===== config.mk =====
export PLATFORM = sky130hd
export DESIGN_NAME = top_datapath
export DESIGN_NICKNAME = d
export VERILOG_FILES = /design/src/rtl/top_datapath.sv
export SDC_FILE = /design/constraint.sdc
export NUM_CORES = 1
export LEC_CHECK = 0
export BUFFER_PORTS_ARGS = -buffer_cell sky130_fd_sc_hd__buf_4
export CORE_MARGIN = 2
export CORE_UTILIZATION = 54
export DETAILED_ROUTE_END_ITERATION = 7
export PLACE_DENSITY_LB_ADDON = 0.3
export SYNTH_ARGS = -nofsm -noshare
export SYNTH_HDL_FRONTEND = slang
export SYNTH_SLANG_ARGS = --single-unit

===== constraint.sdc =====
create_clock -name i_clk -period 5.1 [get_ports i_clk]
set_clock_uncertainty 0.1 [all_clocks]
set_input_delay 1.02 -clock i_clk [delete_from_list [all_inputs] [get_ports i_clk]]
set_output_delay 1.02 -clock i_clk [all_outputs]
set_load 0.01 [all_outputs]

===== src/rtl/top_datapath.sv =====
// Accumulator datapath for a BIP-style processor.
// Holds the 16-bit accumulator, selects its load source (memory, sign-extended
// immediate, or add/sub ALU result) and drives the data-memory address/write data.
module top_datapath #(
  parameter int unsigned DATA_W = 16,
  parameter int unsigned OPER_W = 11
) (
  input  logic              i_clk,
  input  logic              i_rst,
  input  logic [OPER_W-1:0] i_signal,
  input  logic [DATA_W-1:0] i_Out_Data,
  input  logic [1:0]        i_selA,
  input  logic              i_selB,
  input  logic              i_WrAcc,
  input  logic              i_OP,
  output logic [OPER_W-1:0] o_Addr,
  output logic [DATA_W-1:0] o_In_Data
);

  typedef enum logic [1:0] {
    SRC_MEM  = 2'b00,
    SRC_IMM  = 2'b01,
    SRC_ALU  = 2'b10,
    SRC_HOLD = 2'b11
  } acc_src_e;

  typedef enum logic {
    ALU_ADD = 1'b0,
    ALU_SUB = 1'b1
  } alu_op_e;

  logic [DATA_W-1:0] acc_q;
  logic [DATA_W-1:0] acc_d;
  logic [DATA_W-1:0] ext;
  logic [DATA_W-1:0] opnd_b;
  logic [DATA_W-1:0] alu_res;
  acc_src_e          src_sel;
  alu_op_e           alu_op;

  assign src_sel = acc_src_e'(i_selA);
  assign alu_op  = alu_op_e'(i_OP);

  // Sign-extend the operand field to the data width.
  always_comb begin
    ext = {{(DATA_W - OPER_W){i_signal[OPER_W-1]}}, i_signal};
  end

  // ALU: select second operand, then add or subtract modulo 2^DATA_W.
  always_comb begin
    opnd_b  = i_selB ? ext : i_Out_Data;
    alu_res = '0;
    case (alu_op)
      ALU_ADD: alu_res = acc_q + opnd_b;
      ALU_SUB: alu_res = acc_q - opnd_b;
      default: alu_res = acc_q + opnd_b;
    endcase
  end

  // Accumulator load-source mux and write-enable gating.
  always_comb begin
    acc_d = acc_q;
    if (i_WrAcc) begin
      case (src_sel)
        SRC_MEM:  acc_d = i_Out_Data;
        SRC_IMM:  acc_d = ext;
        SRC_ALU:  acc_d = alu_res;
        SRC_HOLD: acc_d = acc_q;
        default:  acc_d = acc_q;
      endcase
    end
  end

  // Accumulator register; reset takes priority over any write.
  always_ff @(posedge i_clk) begin
    if (i_rst) begin
      acc_q <= '0;
    end else begin
      acc_q <= acc_d;
    end
  end

  assign o_In_Data = acc_q;
  assign o_Addr    = i_signal;

endmodule


==> results of run 1 <==
-- layout by cell type, fill, tap and decap left out, drive strengths merged, types with 3 or more instances in the layout --
| cell | netlist | final |
|---|---|---|
| mux2i | 13 | 13 |
| clkbuf | 11 | 3 |
| xnor2 | 9 | 9 |
| o21ai | 25 | 25 |
| nor2 | 20 | 20 |
| o21a | 8 | 8 |
| inv | 13 | 13 |
| nand3 | 7 | 7 |
| buf | 13 | 61 |
| a21oi | 28 | 28 |
| o31ai | 6 | 6 |
| nand3b | 3 | 3 |
| nor2b | 4 | 4 |
| a221o | 3 | 3 |
| nor3b | 3 | 3 |
| nand2b | 4 | 4 |
| a21o | 3 | 3 |
| ha | 19 | 19 |
| or3 | 6 | 6 |
| nor3 | 14 | 14 |
| dfxtp | 16 | 16 |
| o22ai | 3 | 3 |
| a311oi | 4 | 4 |
| xor2 | 9 | 9 |
| o211ai | 7 | 7 |
| nor4 | 3 | 3 |
| o32ai | 5 | 5 |
| nand2 | 18 | 18 |
| a211oi | 3 | 3 |
-- logic make-up after synthesis --
| kind of cell | after synthesis |
|---|---|
| DFF | 16 |
| xor gates and xnor gates | 18 |
| adders and majority gates | 20 |
| muxes | 15 |
| AOI/OAI and AO/OA | 111 |
| and+or+nand+nor | 91 |
| buffers and inverters | 37 |
-- synth_stat cells, drive strengths merged, types with 4 or more instances --
master / n
xnor2: 9
a311oi: 4
or3: 6
mux2i: 13
clkbuf: 11
nand2b: 4
o211ai: 7
o31ai: 6
a21oi: 28
ha: 19
nand2: 18
o32ai: 5
buf: 13
xor2: 9
inv: 13
nand3: 7
dfxtp: 16
o21a: 8
o21ai: 25
nor2b: 4
nor3: 14
nor2: 20
-- stage by stage --
stage,total power (W),hold slack (ps),setup slack [ps],util
global placement,0.000449,364,889,0.656
floorplan,0.000362,392,584,-
detailed placement,0.000454,371,739,0.656
finish,0.000563,382,909,0.667
global route,0.000601,413,654,0.667
CTS,0.000559,382,993,0.667
-- area by class of cell --
cell class,count,area [µm²],share of cell area
multi-input combinational,255,1770,0.656
timing repair buffer,61,458,0.169
tap,50,62.6,0.0231
clock buffer,3,41.3,0.0153
sequential,16,320,0.118
inverter,13,48.8,0.0180
-- power by group through the flow --
stage                     sequential [W]  combinational (W)  clock [W]
after floorplan                 0.000153           0.000209          0
after global placement          0.000149           0.000299          0
after detailed placement        0.000150           0.000305          0
after CTS                       0.000147           0.000307   0.000106
after global routing            0.000148           0.000342   0.000111
final                           0.000147           0.000313   0.000104
-- worst max-delay path, delay by kind of cell --
kind | cells | cell delay (ps)
fa+ha+maj | 1 | 380
xor+xnor | 1 | 150
compound gates | 6 | 1730
buf+inv | 1 | 330
simple gates | 3 | 650
-- final timing paths --
kind                                  start                          to  cells after the start
setup / recovery                     i_selB  o_In_Data[14]$_SDFFE_PP0P_                     12
hold / removal    o_In_Data[0]$_SDFFE_PP0P_   o_In_Data[0]$_SDFFE_PP0P_                      2
setup reg to reg  o_In_Data[0]$_SDFFE_PP0P_  o_In_Data[14]$_SDFFE_PP0P_                      9
hold reg to reg   o_In_Data[0]$_SDFFE_PP0P_   o_In_Data[0]$_SDFFE_PP0P_                      2
-- routing by layer --
| layer | wire [µm] | GRT usage | vias up | share of wire |
|---|---|---|---|---|
| li1 | - | - | 1235 | - |
| met1 | 3090 | 0.385 | 1207 | 0.46 |
| met2 | 3120 | 0.448 | 110 | 0.46 |
| met3 | 439 | 0.0436 | 8 | 0.065 |
| met4 | 65 | 0.0741 | 0 | 0.0097 |
| met5 | 0 | 0 | - | 0 |
==> results.py, run 1 <==
metrics = {
    "outcome": {
        "outcome": "complete, no violations",
    },
    "worst_setup_path": {
        "r2r_setup_slack_ps": 2470,
        "crit_chain": "buf_4, nor3b_1, o22ai_1, o31ai_1, xnor2_1, ha_1, and3_1, o211ai_1, a21oi_1, o221ai_1, a2111o_1, nand3_1",
        "crit_type": "input pin to flop",
        "cp_slowest_cell": "o31ai_1",
        "critPathArrivalTime_ps": 4290,
        "required_ps": 5200,
        "end_kind": "flop",
        "critPathMaxFanout": 36,
        "slowest_delay_ps": 470,
        "start_kind": "input pin",
    },
    "place": {
        "gp_congestion": 0.951,
        "place_area_um2": 2660,
        "dpl.hpwl_mm": 5.07,
        "io_buffers": 60,
        "dp_cells": 395,
    },
    "die": {
        "initial_core_util": 0.565,
        "placementRows": 23,
        "die_h_um": 69.2,
        "core_area_um2": 4060,
        "fp.dieW_um": 69.2,
        "die_area_um2": 4780,
        "io_pins": 61,
    },
    "power": {
        "p_int_w": 0.000328,
        "p_switching_w": 0.000235,
        "pwr-share-clk": 0.184,
        "power_leakage_nw": 1.17,
        "switching_share": 0.417,
        "pwr-share-seq": 0.261,
        "ir_worst_vdd_mv": 0.112,
        "power_frac_comb": 0.555,
        "power_density_nw_per_um2": 208,
    },
    "timing": {
        "hold_viol": 0,
        "relSlewSlack": 0.563,
        "layout_worst_path_cycle_share": 0.822,
        "finalSetupTns_ps": 0,
        "maxSlewViolCount": 0,
        "fmax_mhz": 239,
        "period_minus_slack_ps": 4190,
        "rsz0062_at_grt": "false",
        "setup_viol": 0,
        "worstMarginPinSlew_ps": 656,
    },
    "synth": {
        "ys_async_sr_fraction": 0,
        "synth_top_area_share": 0.140,
        "ys_ff_latch": 16,
        "syn_area_um2": 2290,
        "synth_cell_types": 53,
        "synth-compound-area-share": 0.324,
        "synth_edf_count": 0,
        "synth_mux_area_frac": 0.0666,
        "syn_avg_cell_area_um2": 7.45,
        "synth_cells": 308,
        "synth_top_family_by_area": "compound AO/OA/AOI/OAI gates",
        "synth-main-ff-cell": "dfxtp_1",
        "synth_fa_ha_area_frac": 0.112,
        "synthSimpleGateAreaFrac": 0.202,
        "syn_nets": 362,
        "synth-seq-area-share": 0.140,
        "netlist_top_cells_area": "dfxtp_1 14%, ha_1 10%, a21oi_1 6.1%",
        "ys.warnings.count": 0,
        "yosysTopAreaCell": "dfxtp_1",
        "synth-xor-area-share": 0.0687,
    },
    "grt": {
        "grt_first_pass_wirelength_mm": 11.1,
        "grt_pass1_vias": 2348,
        "grt_max_degree": 37,
        "antenna_found_initial": 0,
        "grt-ovfl-total": 0,
        "grt_usage": 0.278,
    },
    "final_layout": {
        "largest_reg_flops": 16,
        "final_nets": 404,
        "syn_to_final_growth_pct": 17.9,
        "antenna_cells": 0,
        "instances_no_fill": 398,
        "final_layout_size_suffix_gt1_frac": 0.207,
        "fill_cells": 374,
        "stdcell_area_um2": 2710,
    },
    "clock_tree": {
        "cts_setup_buffers": 0,
        "clock_latency_ps": 260,
        "cts_resized": 0,
        "numCtsBuffers": 3,
        "path_clk_slew_ps": 70,
        "cts_tree": "done",
        "numClockSinks": 16,
        "cts_buffer_depth": 2,
        "holdBufCountCts": 0,
        "htree_levels": 1,
        "cts_root_buf": "clkbuf_8",
    },
    "detailed_routing": {
        "via_count": 2560,
        "drt_first_pass_iters": 7,
        "drtIter0Drc": 238,
        "drt-vias-per-instance": 6.43,
        "ant_nets": 0,
        "drcViolationCount": 0,
        "wl_per_cell_um": 16.9,
        "routed_wirelength_mm": 6.72,
    },
    "run": {
        "drv_cap": 0,
    },
    "min_path": {
        "min_path_type": "flop to flop",
    },
}
No activity file was read; power rests on OpenSTA's default activity.
==> run 2, diff against run 1 <==
==> constraint.sdc (replaced) <==
create_clock -name i_clk -period 4.25 [get_ports i_clk]
set_clock_uncertainty 0.1 [all_clocks]
set_input_delay 0.85 -clock i_clk [delete_from_list [all_inputs] [get_ports i_clk]]
set_output_delay 0.85 -clock i_clk [all_outputs]
set_load 0.01 [all_outputs]
==> results.py, run 2 (synthesis results as in run 1) <==
metrics = {
    "final_layout": {
        "antenna_cells": 0,
        "final_layout_size_suffix_gt1_frac": 0.218,
        "fill_cells": 349,
        "final_cell_mix": "65 x buf_4, 28 x a21oi_1, 25 x o21ai_0, 20 x nor2_1, 19 x ha_1",
        "largest_reg_flops": 16,
        "syn_to_final_growth_pct": 19.9,
        "regArea_um2": 320,
        "final_nets": 408,
        "final_common_cell": "buf_4",
        "multiInputGateArea_um2": 1770,
    },
    "detailed_routing": {
        "drtIter0Drc": 222,
        "routed_wirelength_mm": 6.99,
        "via_count": 2560,
        "drt_first_pass_iters": 5,
        "drt-vias-per-instance": 6.35,
        "drcViolationCount": 0,
        "ant_nets": 0,
        "wl_per_cell_um": 17.3,
    },
    "clock_tree": {
        "path_clk_slew_ps": 80,
        "cts_setup_buffers": 0,
        "cts_tree": "done",
        "clock_latency_ps": 260,
        "cts_root_buf": "clkbuf_8",
        "numCtsBuffers": 3,
        "cts_buffer_depth": 2,
        "numClockSinks": 16,
        "htree_levels": 1,
        "cts_resized": 0,
        "holdBufCountCts": 0,
    },
    "timing": {
        "rsz0062_at_grt": "false",
        "fmax_mhz": 266,
        "maxSlewViolCount": 0,
        "worstMarginPinSlew_ps": 631,
        "hold_viol": 0,
        "layout_worst_path_cycle_share": 0.884,
        "period_minus_slack_ps": 3760,
        "worst_slack_ps": 495,
        "relSlewSlack": 0.579,
        "finalSetupTns_ps": 0,
        "setup_viol": 0,
    },
    "min_path": {
        "holdPathEnd": "o_In_Data[3]$_SDFFE_PP0P_",
        "worst_hold_startpoint": "o_In_Data[3]$_SDFFE_PP0P_",
        "min_path_type": "flop to flop",
        "min_path_cells": 2,
    },
    "grt": {
        "groute.layer.met2.usage": 0.473,
        "grt_max_degree": 17,
        "grt_pass1_vias": 2387,
        "met3_usage": 0.0509,
        "antenna_found_initial": 0,
        "grt-ovfl-total": 0,
        "grt_usage": 0.285,
        "grt.busiest_layer": "met2",
        "grt_first_pass_wirelength_mm": 11.2,
        "met1_usage": 0.371,
    },
    "die": {
        "fp.dieW_um": 69.2,
        "core_area_um2": 4060,
        "initial_core_util": 0.565,
        "io_pins": 61,
        "placementRows": 23,
        "die_h_um": 69.2,
        "die_area_um2": 4780,
    },
    "place": {
        "gp_congestion": 1.03,
        "pre_cts_slack_ps": 295,
        "dpl.hpwl_mm": 5.33,
        "io_buffers": 60,
    },
    "worst_setup_path": {
        "cp_slowest_cell": "or4_1",
        "crit_family": "simple AND/OR/NAND/NOR gates",
        "critPathMaxFanout": 15,
        "start_kind": "input pin",
        "critPathArrivalTime_ps": 3870,
        "slowest_delay_ps": 460,
        "r2r_cells": 9,
        "end_kind": "flop",
        "crit_type": "input pin to flop",
        "required_ps": 4360,
        "crit_start": "i_selB",
        "r2r_end": "o_In_Data[14]$_SDFFE_PP0P_",
        "r2r_setup_slack_ps": 1660,
        "path_common_cell": "ha_1",
        "worst-path-buf-inv": 2,
        "r2r-start": "o_In_Data[0]$_SDFFE_PP0P_",
        "crit_chain": "buf_4, mux2i_1, ha_1, nand2_1, inv_1, a31oi_1, xor2_1, ha_1, a21o_1, nor3_1, a21oi_1, o21a_1, or4_1, nand3_1",
    },
    "power": {
        "ir_worst_vdd_mv": 0.142,
        "power_density_nw_per_um2": 258,
        "power_leakage_nw": 1.20,
    },
    "run": {
        "drv_cap": 0,
    },
    "outcome": {
        "outcome": "complete, no violations",
    },
}
[run 2: per-stage QoR]
stage / hold WS [ps] / cells / total power [W] / util / instance area [µm²]
after floorplan: 392 / 308 / 0.000435 / - / 2290
after global placement: 370 / 399 / 0.000543 / 0.664 / 2690
after detailed placement: 377 / 399 / 0.000551 / 0.664 / 2690
after CTS: 388 / 403 / 0.000702 / 0.677 / 2750
after global routing: 413 / 403 / 0.000749 / 0.677 / 2750
final: 385 / 403 / 0.000708 / 0.677 / 2750
[run 2: final cells by class]
type                    count  share of cell area
repair buffers             65               0.178
multi-input cells         255               0.645
flip-flops and latches     16               0.117
inverters                  13              0.0178
well taps                  50              0.0228
clock buffers               4              0.0200
[run 2: worst max path at each step]
stage / endpoint / slack (ps) / depth (start not counted)
after floorplan: o_In_Data[12]$_SDFFE_PP0P_ / 70 / 17
after global placement: o_In_Data[12]$_SDFFE_PP0P_ / 380 / 14
after detailed placement: o_In_Data[12]$_SDFFE_PP0P_ / 290 / 14
after CTS: o_In_Data[9]$_SDFFE_PP0P_ / 550 / 14
after global routing: o_In_Data[12]$_SDFFE_PP0P_ / 230 / 12
final: o_In_Data[9]$_SDFFE_PP0P_ / 490 / 14
[run 2: worst min-delay path, cell delays in order, from the launching register on]
cell and delay (ps):
dfxtp_1 330, nand2_1 60, a21oi_1 50
[run 2: power breakdown]
part / total [W] / internal, W / switching [W]
sequential: 0.000177 / 0.000164 / 0.0000126
clock: 0.000152 / 0.0000827 / 0.0000693
combinational: 0.000380 / 0.000170 / 0.000210
[run 2: metal layers]
metal  vias to the layer above  share of wire
met2                       138           0.46
met5                         -              0
li1                       1241              -
met1                      1164           0.44
met3                        17          0.087
met4                         0          0.019
==> run 3, diff against run 2 <==
--- a/config.mk
+++ b/config.mk
@@ -5,11 +5,12 @@
 export SDC_FILE = /design/constraint.sdc
 export NUM_CORES = 1
 export LEC_CHECK = 0
-export BUFFER_PORTS_ARGS = -buffer_cell sky130_fd_sc_hd__buf_4
+export BUFFER_PORTS_ARGS = -buffer_cell sky130_fd_sc_hd__buf_2
 export CORE_MARGIN = 2
 export CORE_UTILIZATION = 54
 export DETAILED_ROUTE_END_ITERATION = 7
 export PLACE_DENSITY_LB_ADDON = 0.3
+export SLEW_MARGIN = 10
 export SYNTH_ARGS = -nofsm -noshare
 export SYNTH_HDL_FRONTEND = slang
 export SYNTH_SLANG_ARGS = --single-unit
==> results.py, run 3 (synthesis results as in run 1) <==
metrics = {
    "outcome": {
        "outcome": "complete, no violations",
    },
    "final_layout": {
        "stdcell_area_um2": 2600,
        "final_common_cell": "buf_2",
        "final_nets": 408,
        "regArea_um2": 320,
        "fill_cells": 413,
        "multiInputGateArea_um2": 1770,
        "antenna_cells": 0,
        "final_layout_size_suffix_gt1_frac": 0.218,
        "syn_to_final_growth_pct": 13.3,
        "final_cell_mix": "60 x buf_2, 28 x a21oi_1, 25 x o21ai_0, 20 x nor2_1, 19 x ha_1",
        "largest_reg_flops": 16,
        "instances_no_fill": 403,
    },
    "grt": {
        "grt-ovfl-total": 0,
        "grt_usage": 0.281,
        "grt_pass1_vias": 2397,
        "grt_max_degree": 17,
        "antenna_found_initial": 0,
        "grt_first_pass_wirelength_mm": 11.2,
    },
    "place": {
        "io_buffers": 60,
        "place_area_um2": 2540,
        "dpl.hpwl_mm": 5.29,
        "dp_cells": 399,
        "pre_cts_slack_ps": 193,
        "gp_congestion": 1.01,
    },
    "worst_setup_path": {
        "slowest_delay_ps": 410,
        "r2r-start": "o_In_Data[0]$_SDFFE_PP0P_",
        "r2r_cells": 9,
        "worst-path-buf-inv": 2,
        "crit_family": "simple AND/OR/NAND/NOR gates",
        "end_kind": "flop",
        "crit_chain": "buf_2, buf_4, or2b_2, o31a_1, nor4_1, or2_2, xnor2_1, ha_1, a21oi_1, o21ai_0, o32ai_1, xnor2_1, o32ai_1",
        "crit_type": "input pin to flop",
        "r2r_end": "o_In_Data[14]$_SDFFE_PP0P_",
        "start_kind": "input pin",
        "critPathArrivalTime_ps": 3940,
        "cp_slowest_cell": "o32ai_1",
        "required_ps": 4290,
        "r2r_setup_slack_ps": 1670,
        "critPathMaxFanout": 16,
    },
    "timing": {
        "relSlewSlack": 0.350,
        "layout_worst_path_cycle_share": 0.917,
        "worst_slack_ps": 351,
        "setup_viol": 0,
        "period_minus_slack_ps": 3900,
        "worstMarginPinSlew_ps": 974,
        "fmax_mhz": 256,
        "hold_ws_ps": 380,
        "hold_viol": 0,
        "finalSetupTns_ps": 0,
        "maxSlewViolCount": 0,
        "rsz0062_at_grt": "false",
    },
    "die": {
        "die_area_um2": 4780,
        "placementRows": 23,
        "fp.dieW_um": 69.2,
        "core_area_um2": 4060,
        "die_h_um": 69.2,
        "initial_core_util": 0.565,
        "io_pins": 61,
    },
    "clock_tree": {
        "cts_tree": "done",
        "cts_setup_buffers": 0,
        "numCtsBuffers": 3,
        "cts_buffer_depth": 2,
        "path_clk_slew_ps": 80,
        "cts_resized": 0,
        "cts_root_buf": "clkbuf_8",
        "clock_latency_ps": 260,
        "htree_levels": 1,
        "holdBufCountCts": 0,
        "numClockSinks": 16,
    },
    "detailed_routing": {
        "drcViolationCount": 0,
        "wl_per_cell_um": 17.2,
        "drt_first_pass_iters": 5,
        "ant_nets": 0,
        "drt-vias-per-instance": 6.50,
        "via_count": 2621,
        "routed_wirelength_mm": 6.93,
        "drtIter0Drc": 238,
    },
    "min_path": {
        "holdPathEnd": "o_In_Data[2]$_SDFFE_PP0P_",
        "min_path_type": "flop to flop",
        "worst_hold_startpoint": "o_In_Data[2]$_SDFFE_PP0P_",
        "min_path_cells": 2,
    },
    "run": {
        "drv_cap": 0,
    },
    "power": {
        "ir_worst_vdd_mv": 0.155,
        "power_density_nw_per_um2": 265,
        "power_leakage_nw": 1.16,
    },
}
[run 3: cell type report]
type / instances / area share
flip-flops and latches: 16 / 0.123
inverters: 13 / 0.0188
repair buffers: 65 / 0.130
clock buffers: 4 / 0.0212
multi-input cells: 255 / 0.683
well taps: 50 / 0.0241
[run 3: worst max-delay path by stage]
stage                            endpoint  slack (ps)   start  cells after the start
2_1_floorplan  o_In_Data[12]$_SDFFE_PP0P_          70  i_selB                     17
3_3_place_gp   o_In_Data[15]$_SDFFE_PP0P_         260  i_selB                     13
3_5_place_dp   o_In_Data[15]$_SDFFE_PP0P_         190  i_selB                     13
4_1_cts        o_In_Data[15]$_SDFFE_PP0P_         440  i_selB                     13
5_1_grt         o_In_Data[9]$_SDFFE_PP0P_         250  i_selB                     14
6_report       o_In_Data[15]$_SDFFE_PP0P_         350  i_selB                     13
[run 3: per-layer routing]
| layer | track usage | share of wire | vias to the layer above |
|---|---|---|---|
| met5 | 0 | 0 | - |
| met4 | 0.0828 | 0.014 | 0 |
| met3 | 0.0596 | 0.069 | 10 |
| met2 | 0.446 | 0.45 | 112 |
| met1 | 0.383 | 0.46 | 1254 |
| li1 | - | - | 1245 |
[run 3: worst register-to-register path: cells and delay by family, from the launching register on]
kind,cells,cell delay (ps)
buffers and inverters,1,50
AO/OA/AOI/OAI,4,1040
adder cells (fa/ha/maj),2,660
AND/OR/NAND/NOR,2,310
flip-flops,1,360
[run 3: power by group]
part	switching, W	internal, W
logic	0.000212	0.000151
clock network	0.0000674	0.0000825
registers	0.0000119	0.000164
[run 3: metrics by stage]
stage,power (W),util
after floorplan,0.000435,-
after global placement,0.000526,0.627
after detailed placement,0.000531,0.627
after CTS,0.000680,0.640
after global routing,0.000728,0.640
final,0.000688,0.640
